### src/rtl/disp_arbiter.sv
// Round-robin arbiter sharing the seven-segment display driver among four sources,
// with a minimum dwell per grant. Define DISP_ARB_PREEMPT_EN to let source 0 preempt.
module disp_arbiter #(
   parameter int unsigned MCNT_DWELL = 24_999_999,
   parameter logic [7:0]  IDLE_DATA  = 8'h00
) (
   input  logic        Clk,
   input  logic        Reset_n,
   input  logic [3:0]  Req,
   input  logic [31:0] Req_Data,
   output logic [3:0]  Gnt,
   output logic [7:0]  Disp_Data,
   output logic        Busy
);

   typedef enum logic {IDLE, HOLD} state_t;

   state_t      state_q, state_d;
   logic [1:0]  ptr, ptr_d;
   logic [1:0]  g, g_d;
   logic [31:0] cnt_dwell, cnt_d;
   logic [3:0]  gnt_d;
   logic [7:0]  data_d;
   logic        arb;
   logic        found;
   logic [1:0]  w;

   always_ff @(posedge Clk or negedge Reset_n) begin
      if (!Reset_n) begin
         state_q   <= IDLE;
         ptr       <= '0;
         g         <= '0;
         cnt_dwell <= '0;
         Gnt       <= '0;
         Disp_Data <= IDLE_DATA;
         Busy      <= 1'b0;
      end else begin
         state_q   <= state_d;
         ptr       <= ptr_d;
         g         <= g_d;
         cnt_dwell <= cnt_d;
         Gnt       <= gnt_d;
         Disp_Data <= data_d;
         Busy      <= |gnt_d;
      end
   end

   always_comb begin
      state_d = state_q;
      ptr_d   = ptr;
      g_d     = g;
      cnt_d   = cnt_dwell;
      gnt_d   = Gnt;
      data_d  = Disp_Data;
      found   = 1'b0;
      w       = ptr;

      // Search starts at ptr, so the current holder (ptr-1) is considered last.
      for (int unsigned k = 0; k < 4; k++) begin
         if (!found && Req[2'(ptr + 2'(k))]) begin
            found = 1'b1;
            w     = 2'(ptr + 2'(k));
         end
      end

      arb = ((state_q == IDLE) && (|Req)) ||
            ((state_q == HOLD) && (!Req[g] || (cnt_dwell == MCNT_DWELL)));

`ifdef DISP_ARB_PREEMPT_EN
      if ((state_q == HOLD) && (g != 2'd0) && Req[0]) begin
         arb   = 1'b1;
         found = 1'b1;
         w     = 2'd0;
      end
`endif

      if (arb) begin
         if (found) begin
            state_d = HOLD;
            gnt_d   = 4'b0001 << w;
            g_d     = w;
            ptr_d   = w + 2'd1;
            cnt_d   = '0;
            data_d  = Req_Data[{w, 3'b000} +: 8];
         end else begin
            state_d = IDLE;
            gnt_d   = '0;
            data_d  = IDLE_DATA;
         end
      end else if (state_q == HOLD) begin
         cnt_d  = cnt_dwell + 32'd1;
         data_d = Req_Data[{g, 3'b000} +: 8];
      end
   end

endmodule

### config.mk
export PLATFORM = sky130hd
export DESIGN_NAME = disp_arbiter
export DESIGN_NICKNAME = d
export VERILOG_FILES = /design/src/rtl/disp_arbiter.sv
export SDC_FILE = /design/constraint.sdc
export NUM_CORES = 1
export LEC_CHECK = 0
export ABC_CLOCK_PERIOD_IN_PS = 2500
export CAP_MARGIN = 20
export CORE_UTILIZATION = 45
export CTS_CLUSTER_SIZE = 16
export DETAILED_ROUTE_END_ITERATION = 10
export PLACE_DENSITY = 0.72
export SKIP_LAST_GASP = 1
export SYNTH_ARGS = -nofsm -noshare
export SYNTH_HDL_FRONTEND = slang
export SYNTH_SLANG_ARGS = --single-unit
### constraint.sdc
create_clock -name Clk -period 2.5 [get_ports Clk]
set_clock_uncertainty 0.2 [all_clocks]
set_input_delay 0.5 -clock Clk [delete_from_list [all_inputs] [get_ports Clk]]
set_output_delay 0.5 -clock Clk [all_outputs]
set_load 0.05 [all_outputs]
### Yosys cells after proc, flatten, opt, wreduce, memory -nomap -nowiden

Index checks and enable logic that the tools add are counted.

| word-level totals | value |
|---|---|
| bits in registers | 50 |
| input bits | 38 |
| output and inout bits | 13 |
| logic and storage cells | 65 |

| cells by class | value |
|---|---|
| $add $sub $neg | 5 |
| magnitude comparators | 5 |
| equality and inequality tests | 2 |
| shifts and indexed selects | 3 |
| muxes and demuxes | 26 |
| bitwise logic cells | 1 |
| reductions and logical operators | 16 |

Operator list:

| cell | count |
|---|---|
| $mux W32 | 3 |
| $shiftx A32 B6 Y8 | 2 |
| $add A32 B1 Y32 const B | 1 |
| $eq A32 B25 Y1 const B | 1 |
| $mux W8 | 3 |
| $lt A2 B3 Y1 const B | 5 |
| $bmux W1 S2 | 5 |
| $mux W1 | 10 |
| $mux W4 | 2 |
| $reduce_or A4 Y1 | 2 |
| $mux W2 | 3 |
| $logic_and A1 B1 Y1 | 5 |
| $add A2 B1 Y2 const B | 2 |
| $add A2 B2 Y2 const B | 2 |
| $logic_not A1 Y1 | 4 |
| $reduce_and A2 Y1 | 2 |
| $shl A1 B2 Y4 const A | 1 |
| $logic_or A1 B1 Y1 | 2 |
| $ne A2 B1 Y1 const B | 1 |
| $reduce_bool A2 Y1 | 1 |
| $not A1 Y1 | 1 |

### Depth between registers and ports, before layout

| depth | value |
|---|---|
| word-level depth | 16 |
| mapped depth | 9 |
| mapped depth without buffers | 6 |

### Worst setup path after synthesis

OpenSTA, ideal clock, no wires.

| timing path | value |
|---|---|
| path type | register to register |
| from | register cnt_dwell[0] |
| to | register g[0] |
| library setup time | 0.125 ns |
| arrival time | 2.087 ns |
| required time | 2.175 ns |
| slack | 0.088 ns |
| stages on the path, launching flop included | 9 |
| path buffers | 2 |
| clock period less this slack | 2.412 ns |
| path through | dfrtp_1 > ha_1 > nand3_1 > or2_0 > or4_4 > buf_6 > a21oi_4 > buf_6 > mux2_4 |

| on the way | value |
|---|---|
| word-level cells in the longest chain between the ends | 5 |

Ends and longest elaborated chain:

| element | RTL line | source |
|---|---|---|
| start, declared | 21 | `logic [31:0] cnt_dwell, cnt_d;` |
| start signal, assigned | 41 | `cnt_dwell <= cnt_d;` |
| $eq A32 B25 Y1 | 67 | `((state_q == HOLD) && (!Req[g] \|\| (cnt_dwell == MCNT_DWELL)));` |
| $logic_or A1 B1 Y1 | 67 |  |
| $logic_and A1 B1 Y1 | 67 |  |
| $logic_or A1 B1 Y1 | 66 | `arb = ((state_q == IDLE) && (\|Req)) \|\|` |
| $reduce_and A2 Y1 (no source line) | n/a |  |
| end signal, assigned | 40 | `g <= g_d;` |
| end, declared | 20 | `logic [1:0] g, g_d;` |

Every way passes these cells.
A chain may end at the register's enable or synchronous reset.

### Final worst setup path

| timing path | value |
|---|---|
| from | input Req[2] |
| to | register cnt_dwell[31] |

| on the way | value |
|---|---|
| word-level cells in the longest chain between the ends | 14 |
| elaborated cells on any way between the ends | 30 |
| those cells by class | eq/ne: 1; mux: 15; reduce/logical: 14 |

Ends and longest elaborated chain:

| element | RTL line | source |
|---|---|---|
| start, declared | 9 | `input logic [3:0] Req,` |
| $bmux W1 S2 | 60 | `if (!found && Req[2'(ptr + 2'(k))]) begin` |
| $mux W1 (implied by the code) | 60 |  |
| $mux W1 | 60 |  |
| $logic_not A1 Y1 | 60 |  |
| $logic_and A1 B1 Y1 | 60 |  |
| $mux W1 | 60 |  |
| $logic_not A1 Y1 | 60 |  |
| $logic_and A1 B1 Y1 | 60 |  |
| $mux W1 | 60 |  |
| $logic_not A1 Y1 | 60 |  |
| $logic_and A1 B1 Y1 | 60 |  |
| $mux W1 | 60 |  |
| $ne A2 B1 Y1 (no source line) | n/a |  |
| $reduce_and A2 Y1 (no source line) | n/a |  |

Several ways; a longest one is shown, not always the timed one. The select of a mux whose other input is x is not followed.

==> flow_summary.yaml <==
status:
  outcome: "finished, final reports clean"
detailed_routing:
  drt_iter0_drc: 131
  highest_layer: "met4"
  dr.pass1.iters: 4
  drt-vias-per-instance: 5.91
  wl_per_cell_um: 16.1
  vias: 2799
  wl_met3_um: 356
  routed_wl_mm: 7.62
  ant_nets: 0
  dr_wl_met2_mm: 3.75
  drc_errors: 0
  met1_length_mm: 3.46
sta:
  worst_slack_ns: 0.103
  holdWs_ns: 0.319
  maxSlewViolCount: 0
  timing.fmax_ghz: 0.417
  period_needed_ns: 2.40
  tightest_slew_ns: 0.612
  layout_worst_path_cycle_share_pct: 95.9
  fin_setup_tns_ns: 0
  hold_viol: 0
  slew_headroom_pct: 59.2
  setup_viol: 0
cts:
  htree_num_levels: 2
  cts_buffers: 5
  ctsRootBufferMaster: "clkbuf_8"
  cts_tree: "yes"
  clkTransAtPathRegs_ns: 0.09
  cts.sinks: 50
  worstSkewPairLatency_ns: 0.31
  clockBufferDepth: 2
global_route:
  antenna_found_initial: 0
  grt_max_degree: 26
  grt_pass1_wl_mm: 13.0
  overflow: 0
  grtUsageTotal_pct: 22.4
  grt_pass1_vias: 2855
cells_and_area:
  antennaDiodeCount: 0
  filler_cell_count: 551
  postLayoutCellArea_sq_um: 4040
  nNetsFinal: 435
  regArea_sq_um: 1250
  synthToLayoutAreaGrowth_pct: 30.9
  layout-drive-gt1-share_pct: 19.1
  multi_input_area_sq_um: 1710
  fin_cells: 474
die:
  die_w_um: 84.8
  initial_core_util_pct: 47.5
  die-area_sq_um: 7190
  io_pins: 51
  core_area_sq_um: 6490
  rows: 29
  die_h_um: 84.8
synth:
  syn_inst: 312
  yosys_warnings: 0
  synth.cell_area_sq_um: 3080
  async_flop_share_pct: 100
  ys_ff_latch: 50
  synth-main-ff-cell: "dfrtp_1"
  yosys.cell_types.count: 53
  syn-num-nets: 351
  ys_seq_area_share_pct: 40.6
  synth_edf_count: 0
  syn_avg_cell_area_sq_um: 9.88
place:
  dpl_worst_slack_ns: -0.209
  hpwl_mm: 5.77
  io_buffers: 50
  placed_cells: 462
  gp_congestion: 0.827
  post_dp_cell_area_sq_um: 3880
setup_path:
  crit_start: "Req[2]"
  path_cells: "clkdlybuf4s50_1 -> nor4_4 -> buf_4 -> nor4_4 -> buf_4 -> nand3_1 -> or4_1 -> a21oi_1"
  endpoint: "cnt_dwell[31]$_DFFE_PN0P_"
  r2r_start: "cnt_dwell[1]$_DFFE_PN0P_"
  worst_setup_path_start_kind: "input port"
  crit_arrival_ns: 2.44
  r2r_cells: 6
  cp_slowest_cell: "clkdlybuf4s50_1"
  critPathRequiredTime_ns: 2.54
  endpoint_kind: "flop"
  regToRegEndpoint: "g[1]$_DFFE_PN0P_"
  r2r_setup_slack_ns: 0.11
  cp_max_fo: 5
  slowest_delay_ns: 0.58
  critPathKind: "input port to flop"
power_and_ir_drop:
  irDropWorstVdd_v: 0.000601
  powerDensity_nw_per_um2: 902
  leakagePower_uw: 0.00164
hold_path:
  min_path_type: "flop to flop"
job:
  max-cap-violations: 0
==> state kept, by name, indices dropped and copies added (netlist names) <==
| signal | count |
|---|---|
| Busy | 1 |
| cnt_dwell | 32 |
| Gnt | 4 |
| Disp_Data | 8 |
| state_q | 1 |
| g | 2 |
| ptr | 2 |
==> cell type report <==
type | count | area share, %
clock buffer | 7 | 2.39
clock inverter | 1 | 0.217
inverter | 11 | 1.02
multi-input combinational | 235 | 42.3
sequential | 50 | 31.0
tap | 77 | 2.39
timing repair buffer | 93 | 20.7
==> worst max-delay path, delay by kind of cell <==
family	cells	cell delay, ns
compound gates	1	0.15
simple gates	4	0.87
buf+inv	3	0.92
==> stage by stage <==
| stage | util (%) | power, uW |
|---|---|---|
| after floorplan | - | 2440 |
| after global placement | 59.8 | 3060 |
| after detailed placement | 59.8 | 3090 |
| after CTS | 61.6 | 3620 |
| after global routing | 62.1 | 3860 |
| final | 62.1 | 3640 |
==> where the power goes <==
group          total, uW  internal [uW]  switching, uW
Clock                528            254            274
Sequential          1150            974            180
Combinational       1960            897           1060
==> placed cells by master (no fill, tap or decap), types with 2 or more instances in the layout <==
| master | n |
|---|---|
| nor4_1 | 4 |
| nor4_4 | 2 |
| nor2b_1 | 2 |
| o31ai_1 | 9 |
| a31oi_1 | 3 |
| inv_1 | 10 |
| a211oi_1 | 16 |
| or3_1 | 7 |
| clkbuf_8 | 7 |
| a21oi_1 | 8 |
| mux4_2 | 8 |
| mux2i_1 | 3 |
| nand3_2 | 2 |
| mux2_2 | 2 |
| xnor2_1 | 5 |
| buf_4 | 41 |
| xor2_1 | 14 |
| o32ai_1 | 4 |
| o21ai_0 | 11 |
| nand4_1 | 15 |
| dfrtp_1 | 50 |
| or4_1 | 3 |
| nor3b_1 | 2 |
| nor2_1 | 27 |
| a32oi_1 | 8 |
| nand2_1 | 17 |
| nor4_2 | 2 |
| nor3_1 | 3 |
| and4_1 | 2 |
| nand3_1 | 15 |
| clkdlybuf4s50_1 | 48 |
| and3_1 | 20 |
| mux2_4 | 2 |
==> routing by layer <==
layer,track usage (%),up-vias
li1,-,1363
met1,30.0,1344
met2,37.6,85
met3,4.23,7
met4,5.39,0
met5,0,-
==> logic make-up (layout without fill, tap and decap cells) <==
| family | after synthesis | after routing | synth area share [%] |
|---|---|---|---|
| muxes | 15 | 15 | 8.52 |
| xor gates and xnor gates | 19 | 19 | 5.40 |
| adders and majority gates | 1 | 1 | 0.406 |
| buffers and inverters | 27 | 112 | 4.42 |
| AOI/OAI and AO/OA | 71 | 71 | 16.7 |
| and+or+nand+nor | 129 | 129 | 24.0 |
| DFF | 50 | 50 | 40.6 |
==> repair_timing <==
action / 4_1_cts / 5_1_grt
setup endpoints to repair: 0 / 11
endpoints found under the hold margin: 19 / 0
buffers inserted: 0 / 3
gates resized for setup: 0 / 3
hold buffers: 1 / 0
==> worst min path at each step <==
stage / start / end / slack, ns / depth (start not counted)
floorplan: Reset_n / Busy$_DFF_PN0_ / 0.004 / 0
global placement: Reset_n / cnt_dwell[28]$_DFFE_PN0P_ / 0.27 / 1
detailed placement: Reset_n / cnt_dwell[28]$_DFFE_PN0P_ / 0.27 / 1
CTS: Disp_Data[0]$_DFFE_PN0P_ / Disp_Data[0]$_DFFE_PN0P_ / 0.32 / 2
global route: Disp_Data[0]$_DFFE_PN0P_ / Disp_Data[0]$_DFFE_PN0P_ / 0.35 / 2
finish: Disp_Data[0]$_DFFE_PN0P_ / Disp_Data[0]$_DFFE_PN0P_ / 0.32 / 2
==> synth_stat cells, types with 5 or more instances <==
cell type | instances | share of area, %
inv_1 | 10 | 1.2
mux4_2 | 8 | 5.8
clkbuf_1 | 7 | 0.85
or3_1 | 7 | 1.4
nor2_1 | 27 | 3.3
nand2_1 | 17 | 2.1
a211oi_1 | 16 | 3.9
nor4_1 | 5 | 1.0
a32oi_1 | 8 | 2.3
xnor2_1 | 5 | 1.4
a21oi_1 | 9 | 1.5
nand4_1 | 15 | 3.0
and3_1 | 20 | 4.1
dfrtp_1 | 50 | 41
o21ai_0 | 11 | 1.8
nand3_1 | 15 | 2.4
o31ai_1 | 9 | 2.2
xor2_1 | 14 | 4.0
No activity file was read; power rests on OpenSTA's default activity.
